<file path="src/rtl/dma_pkg.sv">
// Shared definitions for the DMA read/write burst engines: FSM states and
// AXI4 protocol constants.
package dma_pkg;

    typedef enum logic [1:0] {
        ST_IDLE = 2'd0,
        ST_ADDR = 2'd1,
        ST_DATA = 2'd2,
        ST_DONE = 2'd3
    } dma_state_t;

    localparam logic [1:0] AXI_BURST_INCR = 2'b01;
    localparam logic [1:0] AXI_RESP_OKAY  = 2'b00;
    localparam int         AXI_MAX_BURST  = 256;

endpackage

</file>
<file path="src/rtl/axi_dma_rd_if.sv">
// AXI4 read-address and read-data channels between the DMA read engine
// (master) and the DRAM-side port (slave).
interface axi_dma_rd_if #(
    parameter int AXI_WIDTH_AD = 32,
    parameter int AXI_WIDTH_DA = 64,
    parameter int AXI_WIDTH_ID = 4
);
    logic [AXI_WIDTH_ID-1:0] arid;
    logic [AXI_WIDTH_AD-1:0] araddr;
    logic [7:0]              arlen;
    logic [2:0]              arsize;
    logic [1:0]              arburst;
    logic                    arvalid;
    logic                    arready;

    logic [AXI_WIDTH_ID-1:0] rid;
    logic [AXI_WIDTH_DA-1:0] rdata;
    logic [1:0]              rresp;
    logic                    rlast;
    logic                    rvalid;
    logic                    rready;

    modport master (
        output arid, araddr, arlen, arsize, arburst, arvalid,
        input  arready,
        input  rid, rdata, rresp, rlast, rvalid,
        output rready
    );

    modport slave (
        input  arid, araddr, arlen, arsize, arburst, arvalid,
        output arready,
        output rid, rdata, rresp, rlast, rvalid,
        input  rready
    );
endinterface

</file>
<file path="src/rtl/axi_dma_rd.sv">
// DMA read-burst engine: turns one command pulse into one AXI4 INCR read
// burst and streams the returned beats straight through to the consumer.
module axi_dma_rd
    import dma_pkg::*;
#(
    parameter int AXI_WIDTH_AD = 32,
    parameter int AXI_WIDTH_DA = 64,
    parameter int AXI_WIDTH_ID = 4,
    parameter int BIT_TRANS    = 18,
    parameter int AXI_ARID     = 0
) (
    input  logic                    clk,
    input  logic                    rstn,
    input  logic                    i_ctrl_read,
    input  logic [AXI_WIDTH_AD-1:0] i_read_addr,
    input  logic [BIT_TRANS-1:0]    i_num_trans,
    output logic                    o_read_done,
    output logic                    o_rd_busy,
    output logic                    o_rd_err,
    input  logic                    i_err_clr,
    output logic [AXI_WIDTH_DA-1:0] o_data,
    output logic                    o_data_valid,
    input  logic                    i_data_ready,
    output logic [BIT_TRANS-1:0]    o_data_cnt,
    axi_dma_rd_if.master            m_axi
);

    localparam logic [BIT_TRANS-1:0] ONE     = BIT_TRANS'(1);
    localparam logic [BIT_TRANS-1:0] MAX_LEN = BIT_TRANS'(AXI_MAX_BURST);

    dma_state_t              state;
    logic [AXI_WIDTH_AD-1:0] addr_q;
    logic [BIT_TRANS-1:0]    len_m1_q;
    logic [BIT_TRANS-1:0]    beat_cnt;
    logic                    ar_valid_q;
    logic                    done_q;
    logic                    err_q;

    logic in_data;
    logic cmd_ok;
    logic rd_fire;
    logic last_beat;
    logic err_set;

    assign in_data   = (state == ST_DATA);
    assign cmd_ok    = (i_num_trans != '0) && (i_num_trans <= MAX_LEN);
    assign rd_fire   = in_data && m_axi.rvalid && i_data_ready;
    assign last_beat = (beat_cnt == len_m1_q);

    // RLAST must coincide exactly with the final beat index; either mismatch is an error.
    assign err_set = (i_ctrl_read && (state != ST_IDLE))
                   || (i_ctrl_read && (state == ST_IDLE) && !cmd_ok)
                   || (rd_fire && ((m_axi.rresp != AXI_RESP_OKAY) || (m_axi.rlast != last_beat)));

    // NOTE: sequential state uses non-blocking assignments only, so every flop
    // samples the pre-edge values and block ordering cannot change behaviour.
    always_ff @(posedge clk or negedge rstn) begin
        if (!rstn) begin
            state      <= ST_IDLE;
            addr_q     <= '0;
            len_m1_q   <= '0;
            beat_cnt   <= '0;
            ar_valid_q <= 1'b0;
            done_q     <= 1'b0;
        end else begin
            done_q <= 1'b0;
            case (state)
                ST_IDLE: begin
                    if (i_ctrl_read && cmd_ok) begin
                        addr_q     <= i_read_addr;
                        len_m1_q   <= i_num_trans - ONE;
                        ar_valid_q <= 1'b1;
                        state      <= ST_ADDR;
                    end
                end
                ST_ADDR: begin
                    if (m_axi.arready) begin
                        ar_valid_q <= 1'b0;
                        beat_cnt   <= '0;
                        state      <= ST_DATA;
                    end
                end
                ST_DATA: begin
                    if (rd_fire) begin
                        beat_cnt <= beat_cnt + ONE;
                        if (last_beat) begin
                            done_q <= 1'b1;
                            state  <= ST_DONE;
                        end
                    end
                end
                ST_DONE: begin
                    state <= ST_IDLE;
                end
                default: state <= ST_IDLE;
            endcase
        end
    end

    // Sticky error: a new error in the same cycle as a clear wins.
    always_ff @(posedge clk or negedge rstn) begin
        if (!rstn) begin
            err_q <= 1'b0;
        end else if (err_set) begin
            err_q <= 1'b1;
        end else if (i_err_clr) begin
            err_q <= 1'b0;
        end
    end

    assign m_axi.arid    = AXI_WIDTH_ID'(AXI_ARID);
    assign m_axi.araddr  = addr_q;
    assign m_axi.arlen   = len_m1_q[7:0];
    assign m_axi.arsize  = 3'($clog2(AXI_WIDTH_DA / 8));
    assign m_axi.arburst = AXI_BURST_INCR;
    assign m_axi.arvalid = ar_valid_q;
    assign m_axi.rready  = in_data && i_data_ready;

    assign o_data       = in_data ? m_axi.rdata : '0;
    assign o_data_valid = in_data && m_axi.rvalid;
    assign o_data_cnt   = beat_cnt;
    assign o_read_done  = done_q;
    assign o_rd_busy    = (state != ST_IDLE);
    assign o_rd_err     = err_q;

endmodule

</file>
<file path="src/flat_wrapper.sv">
// flat-port wrapper written by rule: the top's interface ports become plain ports
module axi_dma_rd_flat import dma_pkg::*;
#(
    parameter int AXI_WIDTH_AD = 32,
    parameter int AXI_WIDTH_DA = 64,
    parameter int AXI_WIDTH_ID = 4,
    parameter int BIT_TRANS    = 18,
    parameter int AXI_ARID     = 0
)
  (clk, rstn, i_ctrl_read, i_read_addr, i_num_trans, o_read_done, o_rd_busy, o_rd_err, i_err_clr, o_data, o_data_valid, i_data_ready, o_data_cnt, m_axi_arid, m_axi_araddr, m_axi_arlen, m_axi_arsize, m_axi_arburst, m_axi_arvalid, m_axi_arready, m_axi_rid, m_axi_rdata, m_axi_rresp, m_axi_rlast, m_axi_rvalid, m_axi_rready);
  axi_dma_rd_if #(.AXI_WIDTH_AD(AXI_WIDTH_AD), .AXI_WIDTH_DA(AXI_WIDTH_DA), .AXI_WIDTH_ID(AXI_WIDTH_ID)) m_axi_i ();
  input  logic clk;
  input  logic rstn;
  input  logic i_ctrl_read;
  input  logic [AXI_WIDTH_AD-1:0] i_read_addr;
  input  logic [BIT_TRANS-1:0] i_num_trans;
  output logic o_read_done;
  output logic o_rd_busy;
  output logic o_rd_err;
  input  logic i_err_clr;
  output logic [AXI_WIDTH_DA-1:0] o_data;
  output logic o_data_valid;
  input  logic i_data_ready;
  output logic [BIT_TRANS-1:0] o_data_cnt;
  output wire logic [$bits(m_axi_i.arid)-1:0] m_axi_arid;
  output wire logic [$bits(m_axi_i.araddr)-1:0] m_axi_araddr;
  output wire logic [$bits(m_axi_i.arlen)-1:0] m_axi_arlen;
  output wire logic [$bits(m_axi_i.arsize)-1:0] m_axi_arsize;
  output wire logic [$bits(m_axi_i.arburst)-1:0] m_axi_arburst;
  output wire logic [$bits(m_axi_i.arvalid)-1:0] m_axi_arvalid;
  input wire logic [$bits(m_axi_i.arready)-1:0] m_axi_arready;
  input wire logic [$bits(m_axi_i.rid)-1:0] m_axi_rid;
  input wire logic [$bits(m_axi_i.rdata)-1:0] m_axi_rdata;
  input wire logic [$bits(m_axi_i.rresp)-1:0] m_axi_rresp;
  input wire logic [$bits(m_axi_i.rlast)-1:0] m_axi_rlast;
  input wire logic [$bits(m_axi_i.rvalid)-1:0] m_axi_rvalid;
  output wire logic [$bits(m_axi_i.rready)-1:0] m_axi_rready;
  assign m_axi_arid = m_axi_i.arid;
  assign m_axi_araddr = m_axi_i.araddr;
  assign m_axi_arlen = m_axi_i.arlen;
  assign m_axi_arsize = m_axi_i.arsize;
  assign m_axi_arburst = m_axi_i.arburst;
  assign m_axi_arvalid = m_axi_i.arvalid;
  assign m_axi_i.arready = m_axi_arready;
  assign m_axi_i.rid = m_axi_rid;
  assign m_axi_i.rdata = m_axi_rdata;
  assign m_axi_i.rresp = m_axi_rresp;
  assign m_axi_i.rlast = m_axi_rlast;
  assign m_axi_i.rvalid = m_axi_rvalid;
  assign m_axi_rready = m_axi_i.rready;
  axi_dma_rd #(.AXI_WIDTH_AD(AXI_WIDTH_AD), .AXI_WIDTH_DA(AXI_WIDTH_DA), .AXI_WIDTH_ID(AXI_WIDTH_ID), .BIT_TRANS(BIT_TRANS), .AXI_ARID(AXI_ARID)) u_core (.clk(clk), .rstn(rstn), .i_ctrl_read(i_ctrl_read), .i_read_addr(i_read_addr), .i_num_trans(i_num_trans), .o_read_done(o_read_done), .o_rd_busy(o_rd_busy), .o_rd_err(o_rd_err), .i_err_clr(i_err_clr), .o_data(o_data), .o_data_valid(o_data_valid), .i_data_ready(i_data_ready), .o_data_cnt(o_data_cnt), .m_axi(m_axi_i));
endmodule
</file>
<file path="config.mk">
export PLATFORM = sky130hd
export DESIGN_NAME = axi_dma_rd_flat
export DESIGN_NICKNAME = d
export VERILOG_FILES = /design/src/rtl/dma_pkg.sv /design/src/rtl/axi_dma_rd_if.sv /design/src/rtl/axi_dma_rd.sv /design/src/flat_wrapper.sv
export SDC_FILE = /design/constraint.sdc
export NUM_CORES = 1
export LEC_CHECK = 0
export BUFFER_PORTS_ARGS = -buffer_cell sky130_fd_sc_hd__buf_4
export CAP_MARGIN = 20
export CORE_AREA = 2 2 103 105
export CTS_CLUSTER_DIAMETER = 50
export CTS_CLUSTER_SIZE = 8
export DETAILED_ROUTE_END_ITERATION = 10
export DIE_AREA = 0 0 105 107
export GPL_TIMING_DRIVEN = 0
export HOLD_SLACK_MARGIN = 0.08
export PLACE_DENSITY = 0.77
export SLEW_MARGIN = 20
export SYNTH_ARGS = -nofsm -noshare
export SYNTH_HDL_FRONTEND = slang
export SYNTH_SLANG_ARGS = --single-unit
export TNS_END_PERCENT = 5
</file>
<file path="constraint.sdc">
create_clock -name clk -period 5 [get_ports clk]
set_clock_uncertainty 0.1 [all_clocks]
set_input_delay 0.75 -clock clk [delete_from_list [all_inputs] [get_ports clk]]
set_output_delay 0.75 -clock clk [all_outputs]
set_load 0.05 [all_outputs]
</file>
# Yosys cells after proc, flatten, opt, wreduce, memory -nomap -nowiden
# Cells that the tools add are included.
totals:
  regBits: 73
  input_bits: 128
  wordCells: 60
classes:
  add_sub_neg: 2
  n_lt_le_gt_ge: 1
  eq_ne: 9
  mux: 17
  n_reduce_logical: 24
ops:
  columns: ["op", "n"]
  rows:
  - ["2-to-1 mux 64 bit", 1]
  - ["2-to-1 mux 18 bit", 2]
  - ["one-hot mux 18 bit (2 select lines)", 1]
  - ["adder 18 x 1 -> 18 bit (second input constant)", 1]
  - ["== test 18 bit", 1]
  - ["less-or-equal comparator 18 x 9 -> 1 bit (second input constant)", 1]
  - ["nonzero test 18 bit", 1]
  - ["subtractor 18 x 1 -> 18 bit (second input constant)", 1]
  - ["nonzero test 2 bit", 5]
  - ["logical AND 1 bit", 9]
  - ["2-to-1 mux 2 bit", 4]
  - ["inequality test 2 bit (second input constant)", 4]
  - ["one-hot mux 2 bit (4 select lines)", 1]
  - ["2-to-1 mux 1 bit", 7]
  - ["AND reduction 3 bit", 2]
  - ["== test 2 bit (second input constant)", 2]
  - ["AND reduction 4 bit", 1]
  - ["logical OR 1 bit", 3]
  - ["== test 2 x 1 -> 1 bit (second input constant)", 1]
  - ["zero test 2 bit", 1]
  - ["one-hot mux 1 bit (2 select lines)", 1]
  - ["AND reduction 2 bit", 1]
  - ["zero test 1 bit", 1]
  - ["inequality test 1 bit", 1]

# Longest topological paths before layout
depth:
  word_depth: 7
  mapped_depth: 9
  ltp_nobuf: 8

# Worst setup path before layout
# OpenSTA, ideal clock, no wires.
synth_timing:
  kind: "input to register"
  startpoint: "input port i_num_trans[10]"
  endpoint: "register u_core.state[1]"
  arrival_time_ns: 2.298
  required_time_ns: 4.773
  slack_ns: 2.474
  cell_stages: 5
  path_buffers: 0
  cell_sequence: "or4_4 > nor4b_4 > a41oi_1 > o21ba_2 > mux2_1"
synth_between:
  elab_chain_len: 5
synth_lines:
  columns: ["item", "line", "text"]
  rows:
  - ["start: declaration", "flat_wrapper.sv:16", "input logic [BIT_TRANS-1:0] i_num_trans;"]
  - ["less-or-equal comparator 18 x 9 -> 1 bit or nonzero test 18 bit (tied branches)", "axi_dma_rd.sv:46", "assign cmd_ok = (i_num_trans != '0) && (i_num_trans <= MAX_LEN);"]
  - ["logical AND 1 bit (*)", "axi_dma_rd.sv:46", null]
  - ["logical AND 1 bit (*)", "axi_dma_rd.sv:69", "if (i_ctrl_read && cmd_ok) begin"]
  - ["inequality test 2 bit (no source line) (*)", null, null]
  - ["AND reduction 4 bit (no source line) (*)", null, null]
  - ["end signal: assignment", "axi_dma_rd.sv:59", "state <= ST_IDLE;"]
  - ["end signal: assignment", "axi_dma_rd.sv:73", "state <= ST_ADDR;"]
  - ["end signal: assignment", "axi_dma_rd.sv:80", "state <= ST_DATA;"]
  - ["end: declaration", "axi_dma_rd.sv:31", "dma_state_t state;"]
# Every way passes the cells marked *; elsewhere a longest branch is shown, timed or not.
# A chain may end at the register's enable or synchronous reset.

# Final worst setup path
layout_timing:
  startpoint: "register u_core.state[0]"
  endpoint: "output port o_data[2]"
layout_between:
  elab_chain_len: 2
layout_lines:
  columns: ["item", "line", "text"]
  rows:
  - ["== test 2 bit", "axi_dma_rd.sv:45", "assign in_data = (state == ST_DATA);"]
  - ["2-to-1 mux 64 bit", "axi_dma_rd.sv:119", "assign o_data = in_data ? m_axi.rdata : '0;"]
  - ["end: declaration", "flat_wrapper.sv:21", "output logic [AXI_WIDTH_DA-1:0] o_data;"]
# Every way passes these cells.

==> results by group <==
Logic synthesis
  – Count of warnings emitted by yosys: 0
  – Async set or reset register ratio after synthesis: 1.00
  – Portion of the post-synthesis area used by sequential elements: 0.449
  – Flip-flop cell with the highest count after synthesis: sky130_fd_sc_hd__dfrtp_1
  – Number of flops mapped to enable cells by yosys: 0
  – Number of cells produced by synthesis: 460
  – Syn Area/Cell: 8.85 um^2
  – Count of state elements after synthesis: 73
  – Netlist cell types: 39
  – Total standard cell area after synthesis: 4070 um^2

Worst hold path
  – Hold Path End: u_core.m_axi.araddr[4]$_DFFE_PN0P_
  – Worst hold path type: reg -> reg
  – Worst hold start: u_core.m_axi.araddr[4]$_DFFE_PN0P_
  – Hold Crit Depth: 2

Route
  – Average wire per standard cell: 14.8 um
  – Detailed Route WL: 12900 um
  – Via Count: 4122
  – Initial drt markers: 241
  – Post-detailed-route via-to-cell ratio: 4.74
  – DRC: 0
  – Detailed-router iteration count before antenna repair: 4
  – Antenna Violating Nets Remaining: 0

Timing
  – Final number of hold-violating endpoints: 0
  – Worst slew pin tran: 0.912 ns
  – Max Slew Vio Count: 0
  – Setup repair after global routing missed its margin: false
  – # setup viols final: 0
  – Final critical-path share of the clock period: 0.578
  – Final worst path period need: 2.89 ns
  – Final-layout setup total negative slack: 0 ns
  – Max Fclk: 0.346 GHz
  – Rel. slew slack: 0.392

Die
  – Initial Utilization: 0.403
  – # rows: 37
  – Core footprint: 10100 um^2
  – DIE AREA: 11200 um^2
  – Number of top-level pins: 265
  – Overall die height: 107 um
  – Horizontal die dimension: 105 um

Global routing
  – Gr ovfl total: 0
  – GRT Total Usage: 0.225
  – Initial antenna violation count: 0
  – Wire length of the first global-routing pass: 20100 um
  – Vias in the first global route: 4101
  – Largest net degree at the start of global routing: 74

Placement
  – Half-perimeter wire length after detailed placement: 10400 um
  – Final weighted congestion in routability-driven placement: 0.898
  – Count of input and output buffers: 251

Pwr
  – Power Dens Cells: 426 nW/um^2
  – Leakage power figure: 0.00352 uW
  – Power, Total: 2720 uW
  – Clock network fraction of total power: 0.201
  – Internal: 1420 uW
  – Part of the total power dissipated in sequential elements: 0.247
  – Worst ir drop on vdd: 0.302 mV
  – Total net switching power: 1300 uW
  – Comb pwr share: 0.552
  – Sw Ratio: 0.478

Critical path
  – Launching instance or port of the critical path: u_core.state[0]$_DFFE_PN0P_
  – Worst flop-to-flop path startpoint: u_core.state[0]$_DFFE_PN0P_
  – Number of cells traversed by the worst register-to-register path: 9
  – Critical path endpoint category: output pin
  – Setup CP Type: reg -> out
  – Destination of the worst register-to-register timing path: u_core.o_data_cnt[15]$_DFFE_PN0P_
  – Kind of start point of the critical path: flip-flop
  – Arrival time at the worst endpoint: 2.04 ns
  – Maximum fanout count along the critical path: 10
  – Internal reg-to-reg setup slack: 2.38 ns
  – Required time of the critical path: 4.15 ns

Clock network
  – Number of levels in the clock H-tree: 3
  – Worst-path clk slew: 0.07 ns
  – Total of hold buffers inserted after clock tree synthesis: 0
  – Post-CTS setup buffers: 0
  – Worst-skew pair later-pin latency: 0.34 ns
  – Total clock buffers created by CTS: 9
  – Resized cells post-CTS: 0
  – Clock Root Buffer: sky130_fd_sc_hd__clkbuf_8
  – Clk sinks: 73
  – Clock tree from TritonCTS: done
  – Buffer levels on the longest clock path: 2

Finish
  – Layout-stage area growth over the synthesis result: 56.8%
  – Core utilization of the finished layout: 0.633
  – Layout cells sized above 1: 0.404
  – Total Nets Final: 863
  – Inserted Diodes: 0
  – Commonest cells after routing, fill and taps aside: 269 x sky130_fd_sc_hd__buf_4, 121 x sky130_fd_sc_hd__nand2_1, 73 x sky130_fd_sc_hd__dfrtp_1, 67 x sky130_fd_sc_hd__and2_1, 28 x sky130_fd_sc_hd__xor2_1
  – Most common library cell in the layout ignoring fill and taps: sky130_fd_sc_hd__buf_4

Outcome
  – Result of the run: finished, final reports clean

Flow run
  – Max-cap violations: 0
[cell families (layout without fill, tap and decap cells)]
logic type               count (synthesis)  count (layout)  synth area share
multiplexers                             2               2           0.00523
AO/OA/AOI/OAI                           40              40            0.0689
AND/OR/NAND/NOR                        255             255             0.306
buffers and inverters                   44             310            0.0689
other                                    2               9           0.00185
flip-flops                              73              73             0.449
adder cells (fa/ha/maj)                  6               6            0.0184
XOR/XNOR                                38              38            0.0818
[layout make-up]
type                       instances  area, um^2
clock inverter                     5         105
sequential                        73        1830
buffer                            37         254
tap                              136         170
multi-input combinational        350        1990
clock buffer                      10         128
timing repair buffer             251        1880
inverter                           7        26.3
fill                             870        3710
[sequential cells by signal, indices dropped and copies added, names as in the netlist]
signal	cells
u_core.m_axi.araddr	32
u_core.len_m1_q	18
u_core.o_data_cnt	18
u_core.state	2
u_core.m_axi.arvalid	1
u_core.o_rd_err	1
u_core.o_read_done	1
[Yosys cell counts, types with 2 or more instances]
cell                       instances  share of area
sky130_fd_sc_hd__dfrtp_1          73           0.45
sky130_fd_sc_hd__nand2b_1          2         0.0031
sky130_fd_sc_hd__a22o_1            2         0.0043
sky130_fd_sc_hd__nor2_1           19          0.018
sky130_fd_sc_hd__nor2b_1           3         0.0046
sky130_fd_sc_hd__xor2_1           28          0.060
sky130_fd_sc_hd__buf_4            18          0.033
sky130_fd_sc_hd__o21ai_0          15          0.018
sky130_fd_sc_hd__o21a_1            9          0.017
sky130_fd_sc_hd__nand4_1           7          0.011
sky130_fd_sc_hd__inv_1             7         0.0065
sky130_fd_sc_hd__buf_6             6          0.017
sky130_fd_sc_hd__clkbuf_1         11          0.010
sky130_fd_sc_hd__ha_1              6          0.018
sky130_fd_sc_hd__and2_1           67           0.10
sky130_fd_sc_hd__xnor2_1          10          0.022
sky130_fd_sc_hd__or3_1             2         0.0031
sky130_fd_sc_hd__nand2_1         121           0.11
sky130_fd_sc_hd__a21oi_1           5         0.0061
sky130_fd_sc_hd__a31oi_1           2         0.0031
sky130_fd_sc_hd__nor4_1            6         0.0092
sky130_fd_sc_hd__and4_1            2         0.0043
sky130_fd_sc_hd__conb_1            2         0.0018
sky130_fd_sc_hd__nand3_1          15          0.018
sky130_fd_sc_hd__buf_2             2         0.0025
sky130_fd_sc_hd__nor3_1            7         0.0086
[power groups by stage]
stage | clock network (uW) | logic (uW) | registers, uW
floorplan | 0 | 953 | 739
global placement | 0 | 1490 | 680
detailed placement | 0 | 1510 | 682
CTS | 554 | 1510 | 672
global route | 584 | 1580 | 676
finish | 546 | 1500 | 672
[metrics by stage]
step | worst slack (ns) | hold slack (ns) | cells | instance area (um^2)
floorplan | 2.47 | 0.354 | 467 | 4100
global placement | 2.20 | 0.359 | 854 | 6150
detailed placement | 2.16 | 0.363 | 854 | 6150
CTS | 2.05 | 0.384 | 869 | 6380
global route | 1.96 | 0.403 | 869 | 6380
finish | 2.11 | 0.381 | 869 | 6380
[how the worst max path moves through the flow]
stage,end,slack [ns],depth (start not counted)
finish,o_data[2],2.11,6
global route,o_data[2],1.96,6
floorplan,u_core.state[1]$_DFFE_PN0P_,2.47,5
detailed placement,u_core.state[1]$_DFFE_PN0P_,2.16,6
global placement,u_core.state[1]$_DFFE_PN0P_,2.20,6
CTS,o_data_valid,2.05,6
[routing by layer]
layer,vias to the layer above,global-route usage,routed length (um)
met5,-,0,0
met4,0,0.0638,159
met3,16,0.0468,760
met2,155,0.420,6920
met1,1952,0.260,5050
li1,1999,-,-
[critical path, stage by stage (launching register included)]
cell and delay, ns:
sky130_fd_sc_hd__dfrtp_1 0.41, sky130_fd_sc_hd__inv_1 0.09, sky130_fd_sc_hd__ha_1 0.16, sky130_fd_sc_hd__buf_2 0.22, sky130_fd_sc_hd__clkbuf_1 0.40, sky130_fd_sc_hd__and2_1 0.21, sky130_fd_sc_hd__buf_4 0.20
Note: power is estimated with default switching activity, not from simulation.
